## config.mk

```make
export PLATFORM = sky130hd
export DESIGN_NAME = intr_ctx_ctrl_flat
export DESIGN_NICKNAME = d
export VERILOG_FILES = /design/src/rtl/intr_ctx_ctrl_if.sv /design/src/rtl/intr_ctx_ctrl.sv /design/src/flat_wrapper.sv
export SDC_FILE = /design/constraint.sdc
export NUM_CORES = 1
export LEC_CHECK = 0
export ABC_AREA = 1
export ABC_CLOCK_PERIOD_IN_PS = 1800
export CAP_MARGIN = 30
export CORE_UTILIZATION = 44
export CTS_BUF_LIST = sky130_fd_sc_hd__clkbuf_4 sky130_fd_sc_hd__clkbuf_8
export DETAILED_ROUTE_END_ITERATION = 7
export PLACE_DENSITY = 0.78
export SLEW_MARGIN = 5
export SYNTH_ARGS = -nofsm -noshare
export SYNTH_HDL_FRONTEND = slang
export SYNTH_SLANG_ARGS = --single-unit
```

## constraint.sdc

```tcl
create_clock -name clk -period 1.8 [get_ports clk]
set_input_delay 0.36 -clock clk [delete_from_list [all_inputs] [get_ports clk]]
set_output_delay 0.36 -clock clk [all_outputs]
set_load 0.005 [all_outputs]
```

## src/rtl/intr_ctx_ctrl_if.sv

```systemverilog
// intr_ctx_ctrl_if: interrupt device <-> core handshake (request, vector, enable, retire pulse)
interface intr_ctx_ctrl_if #(
    parameter int ADDR_W = 10
);
    logic              intr_jmp;
    logic [ADDR_W-1:0] intr_jmp_addr;
    logic              intr_en;
    logic              eret_clear_en;
    modport master (output intr_jmp, output intr_jmp_addr, input intr_en, input eret_clear_en);
    modport slave (input intr_jmp, input intr_jmp_addr, output intr_en, output eret_clear_en);
endinterface

```

## src/rtl/intr_ctx_ctrl.sv

```systemverilog
// intr_ctx_ctrl: interrupt entry/return sequencer with EPC save and post-ERET guard window
module intr_ctx_ctrl #(
    parameter int ADDR_W    = 10,
    parameter int GUARD_CYC = 1,
    parameter int CNT_W     = 16
) (
    input  logic              clk,
    input  logic              rst,
    intr_ctx_ctrl_if.slave    dev,
    input  logic [ADDR_W-1:0] pc_next,
    input  logic              stall,
    input  logic              is_eret,
    output logic              redirect_valid,
    output logic [ADDR_W-1:0] redirect_addr,
    output logic              intr_active,
    output logic [ADDR_W-1:0] epc,
    output logic [CNT_W-1:0]  intr_cnt,
    output logic              err_eret
);
    localparam logic [3:0] G_LOAD = 4'(GUARD_CYC == 0 ? 0 : GUARD_CYC - 1);
    typedef enum logic [1:0] {IDLE, SERVICE, GUARD} state_t;
    state_t     state, state_n;
    logic [3:0] gcnt, gcnt_n;
    logic       take, ret, spur;

    always_comb begin
        take = !rst && state == IDLE && dev.intr_jmp && !stall;
        ret = !rst && state == SERVICE && is_eret && !stall;
        // entry wins over a same-cycle ERET in IDLE, so that case is not flagged
        spur = state != SERVICE && is_eret && !stall && !take;
        state_n = state;
        gcnt_n = gcnt;
        if (take) state_n = SERVICE;
        else if (ret) begin
            state_n = GUARD_CYC == 0 ? IDLE : GUARD;
            gcnt_n = G_LOAD;
        end else if (state == GUARD) begin
            state_n = gcnt == 4'd0 ? IDLE : GUARD;
            gcnt_n = gcnt - 4'(gcnt != 4'd0);
        end
        dev.intr_en = rst || state == IDLE;
        dev.eret_clear_en = ret;
        redirect_valid = take || ret;
        redirect_addr = take ? dev.intr_jmp_addr : ret ? epc : '0;
        intr_active = state == SERVICE;
    end

    always_ff @(posedge clk) begin
        if (rst) begin
            state <= IDLE;
            gcnt <= '0;
            epc <= '0;
            intr_cnt <= '0;
            err_eret <= 1'b0;
        end else begin
            state <= state_n;
            gcnt <= gcnt_n;
            if (take) begin
                epc <= pc_next;
                intr_cnt <= intr_cnt + 1'b1;
            end
            if (spur) err_eret <= 1'b1;
        end
    end
endmodule

```

## src/flat_wrapper.sv

```systemverilog
// flat-port wrapper written by rule: the top's interface ports become plain ports
module intr_ctx_ctrl_flat 
#(
    parameter int ADDR_W    = 10,
    parameter int GUARD_CYC = 1,
    parameter int CNT_W     = 16
)
  (clk, rst, pc_next, stall, is_eret, redirect_valid, redirect_addr, intr_active, epc, intr_cnt, err_eret, dev_intr_jmp, dev_intr_jmp_addr, dev_intr_en, dev_eret_clear_en);
  intr_ctx_ctrl_if #(.ADDR_W(ADDR_W)) dev_i ();
  input  logic clk;
  input  logic rst;
  input  logic [ADDR_W-1:0] pc_next;
  input  logic stall;
  input  logic is_eret;
  output logic redirect_valid;
  output logic [ADDR_W-1:0] redirect_addr;
  output logic intr_active;
  output logic [ADDR_W-1:0] epc;
  output logic [CNT_W-1:0] intr_cnt;
  output logic err_eret;
  input wire logic [$bits(dev_i.intr_jmp)-1:0] dev_intr_jmp;
  input wire logic [$bits(dev_i.intr_jmp_addr)-1:0] dev_intr_jmp_addr;
  output wire logic [$bits(dev_i.intr_en)-1:0] dev_intr_en;
  output wire logic [$bits(dev_i.eret_clear_en)-1:0] dev_eret_clear_en;
  assign dev_i.intr_jmp = dev_intr_jmp;
  assign dev_i.intr_jmp_addr = dev_intr_jmp_addr;
  assign dev_intr_en = dev_i.intr_en;
  assign dev_eret_clear_en = dev_i.eret_clear_en;
  intr_ctx_ctrl #(.ADDR_W(ADDR_W), .GUARD_CYC(GUARD_CYC), .CNT_W(CNT_W)) u_core (.clk(clk), .rst(rst), .dev(dev_i), .pc_next(pc_next), .stall(stall), .is_eret(is_eret), .redirect_valid(redirect_valid), .redirect_addr(redirect_addr), .intr_active(intr_active), .epc(epc), .intr_cnt(intr_cnt), .err_eret(err_eret));
endmodule
```

==> metrics.log, run 1 <==
[metrics] Post-Synthesis Mean Instance Area: 6.76 µm²
[metrics] CP peak stage delay: 360 ps
[metrics] Overall Global Routing Usage: 23.8%
[metrics] global-route wire length before repair: 7.40 mm
[metrics] share of layout cells above drive strength 1: 19.8%
[metrics] Final nets: 361
[metrics] cells along the critical path: buf_4, buf_4, o21ai_0, dlygate4sd2_1
[metrics] core area: 3440 µm²
[metrics] DRC Markers: 0
[metrics] Boundary Pins: 66
[metrics] Synth area leader: dfxtp_1
[metrics] critical path endpoint category: output port
[metrics] GPL Wtd Cong: 0.834
[metrics] routed length on met3: 122 µm
[metrics] power density cells: 581 nW/µm²
[metrics] Die X-Extent: ~63 µm
[metrics] clock latency on the worst-skew pair: 290 ps
[metrics] layout overhead on the synthesized area: 57.7%
[metrics] path type of the worst setup path: register to output port
[metrics] worst hold path type: register to register
[metrics] CTS hold repair buffers: 0
[metrics] HPWL after detailed placement: 3.27 mm
[metrics] CP dominant cell by count: buf_4
[metrics] Cell variety after synth: 25
[metrics] post-placement cell area: around 2500 µm²
[metrics] number of antenna violations at the first check in global routing: 0
[metrics] number of placement rows: 21
[metrics] port bufs: 65
[metrics] routed length on met1: 2.00 mm
[metrics] detailed-router iteration count before antenna repair: 4
[metrics] largest net degree at the start of global routing: 15
[metrics] Congestion Overflow GR: 0
[metrics] area share of the largest cell type after synthesis: 40.2%
[metrics] Die ar.: 3980 µm²
[metrics] final wirelength: approximately 4.4 mm
[metrics] Cell Area, Synth: between 1500 and 2000 µm²
[metrics] area of combinational cells with multiple inputs: 903 µm²
[metrics] clock tree from TritonCTS: yes
[metrics] actual transition at the worst max-transition pin: about 240 ps
[metrics] number of max-cap violations: 0
[metrics] CP Data Arrival Time: about 1400 ps
[metrics] Sequential cell area: 668 µm²
[metrics] Mapped Nets: 271
[metrics] final number of max-transition violations: 0
[metrics] Slew Limit Headroom: 84.0%
[metrics] TritonCTS Sinks: 33
[metrics] number of vias after detailed routing: 1794
[metrics] setup repair after global routing missed its margin: true
[metrics] count of yosys warnings during synthesis: 0
[metrics] Clock Skews: 8.51 ps
[metrics] endpoints failing hold: 0
[metrics] Filler cells: 261
[metrics] maximum frequency from static timing analysis: 567 MHz
[metrics] cell type of the slowest stage on the worst timing path: dfxtp_4
[metrics] total power draw: 1.51 mW
[metrics] Die Y: approximately 63 µm
[metrics] post-synthesis sequential area ratio: 40.2%
[metrics] required time at the endpoint of the critical path: around 1400 ps
[metrics] Yosys reg bits: 33
[metrics] total number of H-tree levels: 2
[metrics] maximum root-to-sink buffer count: 2
[metrics] final critical path time including I/O delays and setup: 1760 ps
[metrics] antenna-violating nets left: 0
[metrics] final antenna diode count: 0
[metrics] length of routed met2 wiring: 2.18 mm
[metrics] initial standard-cell utilization of the core: 47.7%
[metrics] period utilisation layout: between 90 and 100%
[metrics] critical path peak fanout: 4
[metrics] Avg WL per Cell: 11.5 µm
[metrics] top area cells in the synthesized netlist: dfxtp_1 40%, nand2_1 18%, a21oi_1 8.5%, nor2_1 6.9%, o21ai_0 4.3%
[metrics] vias in the first global route: between 1500 and 2000
[metrics] topmost layer with routed signal wires: met4
[metrics] Via-to-Cell Ratio: 4.72
[metrics] setup TNS: 0 ps
[metrics] clock root cell: clkbuf_8
[metrics] CP Launch Type: register
[metrics] peak supply drop: between 500 and 600 µV
[metrics] Inserted Clock Buffers: 5
[metrics] total non-filler cell area in the finished layout: between 2000 and 3000 µm²
[metrics] first-iteration detailed-routing DRC count: between 80 and 90
[metrics] CTS clock-pin slew for the worst setup and hold paths: 70 ps
[metrics] gate count of the mapped netlist: 243
[metrics] cell leakage power: 1.05 nW
[metrics] Setup Viol. Count Final: 0
[metrics] result of the run: finished, final reports clean
==> registers in the layout (all words and copies together), names as in the netlist <==
name / flops
u_core.intr_cnt: 16
u_core.epc: 10
u_core.gcnt: 4
u_core.state: 2
u_core.err_eret: 1
==> power breakdown <==
part	total (mW)	internal, mW	switching, mW
Clock	0.551	0.283	0.268
Combinational	0.204	0.118	0.0860
Sequential	0.750	0.741	0.00917
Total	1.51	1.14	0.363
==> layer usage <==
| metal | vias up | GRT usage [%] |
|---|---|---|
| met1 | 796 | 28.5 |
| met2 | 28 | 40.2 |
| li1 | 960 | - |
| met5 | - | 0 |
| met3 | 10 | 6.88 |
| met4 | 0 | 8.14 |
==> timing repair <==
action                                  CTS  global route
hold endpoints to repair                  0             0
pin swaps                                 6             1
setup buffers                             2             1
endpoints found under the setup margin   14             9
gates cloned                              1             0
resized for setup                        81             7
==> final timing paths <==
path	to	slack, ps	from	cells after the start
worst max register to register	u_core.intr_cnt[12]	210	u_core.state[0]	9
worst min-delay path	u_core.err_eret	460	u_core.err_eret	2
worst max-delay path	dev_intr_en	40	u_core.state[0]	4
worst min register to register	u_core.err_eret	460	u_core.err_eret	2
==> cell usage after synthesis (all sizes together) <==
cell type	instances
o21ai	16
nand3b	1
nand4	1
buf	5
a21oi	28
ha	3
and2	1
nor2	35
nand2	80
dfxtp	33
inv	18
o21bai	1
xor2	2
nand3	10
nor3	3
or2	2
o211ai	1
clkbuf	3
==> cells in the final DEF, fill, tap and decap left out, drive strengths merged, types with 2 or more instances in the layout <==
| cell | Yosys | layout |
|---|---|---|
| clkinv | 0 | 2 |
| xor2 | 2 | 2 |
| buf | 5 | 38 |
| dfxtp | 33 | 33 |
| or2 | 2 | 2 |
| nor3 | 3 | 3 |
| a21oi | 28 | 28 |
| inv | 18 | 18 |
| o21ai | 16 | 16 |
| clkdlybuf4s50 | 0 | 47 |
| dlygate4sd2 | 0 | 4 |
| nand3 | 10 | 10 |
| clkbuf | 3 | 6 |
| nand2 | 80 | 80 |
| nor2 | 35 | 35 |
| ha | 3 | 3 |
==> layout make-up <==
cell class                      instances  area share (%)
Clock inverter                          2           0.387
Clock buffer                            6            2.95
Multi-Input combinational cell        184            34.9
Inverter                               18            2.90
Timing Repair Buffer                   91            30.8
Tap cell                               46            2.22
Sequential cell                        33            25.8
==> cell families after synthesis <==
logic type	count (synthesis)	synth area share (%)
and+or+nand+nor	133	34.7
AOI/OAI and AO/OA	46	14.3
DFF	33	40.2
buffers and inverters	26	7.39
adders and majority gates	3	2.29
xor gates and xnor gates	2	1.07
==> worst max-delay path: cells and delay by family (launching register included) <==
family                 cells  cell delay, ps
buffers and inverters      3             520
AO/OA/AOI/OAI              1             230
flip-flops                 1             360
==> through the flow <==
stage | worst slack (ps) | hold slack (ps) | utilization, % | std cells
after global routing | -20.6 | 490 | 75.2 | 380
after floorplan | 363 | 439 | - | 243
after detailed placement | -569 | 450 | 71.5 | 368
after global placement | -512 | 443 | 71.5 | 368
final | 37.0 | 456 | 75.2 | 380
after CTS | 1.18 | 462 | 74.2 | 379
No activity file was read; power rests on OpenSTA's default activity.
==> run 2: changes to the inputs <==
- ABC_CLOCK_PERIOD_IN_PS: 1800 -> 2200
- CORE_UTILIZATION: 44 -> 48
- PLACE_DENSITY: 0.78 -> 0.85
- clock period: 1.8 -> 2.2 ns (I/O delays scaled with it)
==> metrics.log, run 2 (same netlist as run 1, synthesis figures left out) <==
[metrics] largest register by flop count: u_core.intr_cnt
[metrics] final number of max-transition violations: 0
[metrics] HPWL after detailed placement: 3.37 mm
[metrics] Overall Global Routing Usage: roughly 28%
[metrics] cell leakage power: between 1 and 1.5 nW
[metrics] setup repair after global routing missed its margin: true
[metrics] final wirelength: 4.82 mm
[metrics] final antenna diode count: 0
[metrics] Slew Limit Headroom: 83.2%
[metrics] detailed-router iteration count before antenna repair: 4
[metrics] clock tree from TritonCTS: yes
[metrics] maximum root-to-sink buffer count: 2
[metrics] global routing usage on met3: 5.33%
[metrics] antenna-violating nets left: 0
[metrics] period utilisation layout: 97.2%
[metrics] Hold Path Sink: u_core.gcnt[0]
[metrics] path type of the worst setup path: input pin to output port
[metrics] final critical path time including I/O delays and setup: around 2100 ps
[metrics] GPL Wtd Cong: 0.789
[metrics] CP Launch Type: input pin
[metrics] flip-flop count of the largest register, all copies and words added: 16
[metrics] busiest metal layer after global routing: met2
[metrics] number of cell instances on the worst register-to-register path: 9
[metrics] Final Hold Slack: 466 ps
[metrics] critical path endpoint category: output port
[metrics] layout overhead on the synthesized area: 57.5%
[metrics] instance count along the most critical hold path: 2
[metrics] Filler cells: 236
[metrics] terminus of the critical flop-to-flop path: u_core.intr_cnt[9]
[metrics] global-route wire length before repair: 7.43 mm
[metrics] CP Data Arrival Time: ~1700 ps
[metrics] number of placement rows: 20
[metrics] routing usage on met1: between 30% and 40%
[metrics] Setup Viol. Count Final: 0
[metrics] Die Y: 60.5 µm
[metrics] total power draw: 1.29 mW
[metrics] Avg WL per Cell: 12.8 µm
[metrics] peak supply drop: approximately 550 µV
[metrics] Final nets: 359
[metrics] port bufs: 65
[metrics] actual transition at the worst max-transition pin: approximately 250 ps
[metrics] number of antenna violations at the first check in global routing: 0
[metrics] maximum frequency from static timing analysis: about 470 MHz
[metrics] Congestion Overflow GR: 0
[metrics] critical path peak fanout: 7
[metrics] result of the run: finished, final reports clean
[metrics] clock root cell: clkbuf_4
[metrics] clock latency on the worst-skew pair: around 350 ps
[metrics] Sequential cell area: 661 µm²
[metrics] critical register-to-register path startpoint: u_core.state[1]
[metrics] biggest regs: u_core.intr_cnt x16, u_core.epc x10, u_core.gcnt x4
[metrics] flop-to-flop setup slack: 570 ps
[metrics] vias in the first global route: 1682
[metrics] required time at the endpoint of the critical path: 1760 ps
[metrics] Via-to-Cell Ratio: 5.07
[metrics] most common cell after layout, fill and taps aside: nand2_1
[metrics] CTS hold repair buffers: 0
[metrics] Inserted Clock Buffers: 5
[metrics] CTS clock-pin slew for the worst setup and hold paths: 100 ps
[metrics] Die ar.: 3660 µm²
[metrics] worst hold path type: register to register
[metrics] routing usage on met2: 49.8%
[metrics] core area: 3150 µm²
[metrics] largest net degree at the start of global routing: 21
[metrics] TritonCTS Sinks: 33
[metrics] total number of H-tree levels: 2
[metrics] launch point of the worst hold path: u_core.gcnt[0]
[metrics] initial standard-cell utilization of the core: 52.1%
[metrics] leading cell types in the layout, fill and taps excluded: 77 x nand2_1, 50 x clkdlybuf4s50_1, 33 x dfxtp_1
[metrics] Die X-Extent: ~60 µm
[metrics] number of max-cap violations: 0
[metrics] power density cells: 497 nW/µm²
[metrics] Clock Skews: 16.5 ps
[metrics] area of combinational cells with multiple inputs: 897 µm²
[metrics] number of vias after detailed routing: 1905
[metrics] share of layout cells above drive strength 1: 17.5%
[metrics] endpoints failing hold: 0
[metrics] DRC Markers: 0
[metrics] Boundary Pins: 66
[metrics] first-iteration detailed-routing DRC count: 94
==> run 2: worst max path at each step <==
stage	start	endpoint	slack (ps)	cells after the start
3_3_place_gp	dev_intr_jmp	redirect_addr[0]	-310	8
3_5_place_dp	dev_intr_jmp	redirect_addr[5]	-320	8
2_1_floorplan	dev_intr_jmp	redirect_addr[4]	600	7
4_1_cts	stall	redirect_addr[2]	-200	7
5_1_grt	stall	redirect_addr[3]	-50	7
6_report	is_eret	redirect_addr[3]	60	8
==> run 2: critical path, stage by stage <==
cell and delay, ps:
clkdlybuf4s50_1 450, inv_1 50, nor2_2 110, nand3_2 90
buf_6 140, buf_4 150, o21ai_1 130, clkbuf_2 130
==> run 2: per-layer routing <==
layer  part of all wire [%]  vias to the layer above  wire length, µm
met5                      0                        -                0
met4                    2.1                        0              101
met3                    4.9                       10              235
met2                     52                       59             2520
met1                     41                      877             1960
li1                       -                      959                -
==> run 2: power by group <==
group	leakage [nW]	switching, mW	total, mW	internal, mW
Combinational	0.759	0.0704	0.166	0.0959
Sequential	0.267	0.00770	0.615	0.608
Clock	0.0489	0.221	0.505	0.284
==> run 2: cell type report <==
type                       instances  area share [%]
tap                               44            2.13
clock inverter                     1            1.16
multi-input combinational        184            34.7
clock buffer                       7            2.27
inverter                          18            2.81
sequential                        33            25.5
timing repair buffer              89            31.4
==> run 2: what timing repair did <==
item | 4_1_cts | 5_1_grt
pin swaps | 0 | 2
setup buffers | 4 | 0
setup endpoints to repair | 13 | 11
resized for setup | 23 | 35
==> run 2: metrics by stage <==
stage | utilization (%) | worst slack (ps) | instances | instance area [µm²] | TNS [ps]
3_3_place_gp | 77.5 | -312 | 364 | 2440 | -3370
2_1_floorplan | - | 603 | 243 | 1640 | 0
5_1_grt | 82.0 | -45.2 | 376 | 2590 | -134
6_report | 82.0 | 60.5 | 376 | 2590 | 0
3_5_place_dp | 77.5 | -319 | 364 | 2440 | -3410
4_1_cts | 81.6 | -202 | 376 | 2570 | -995
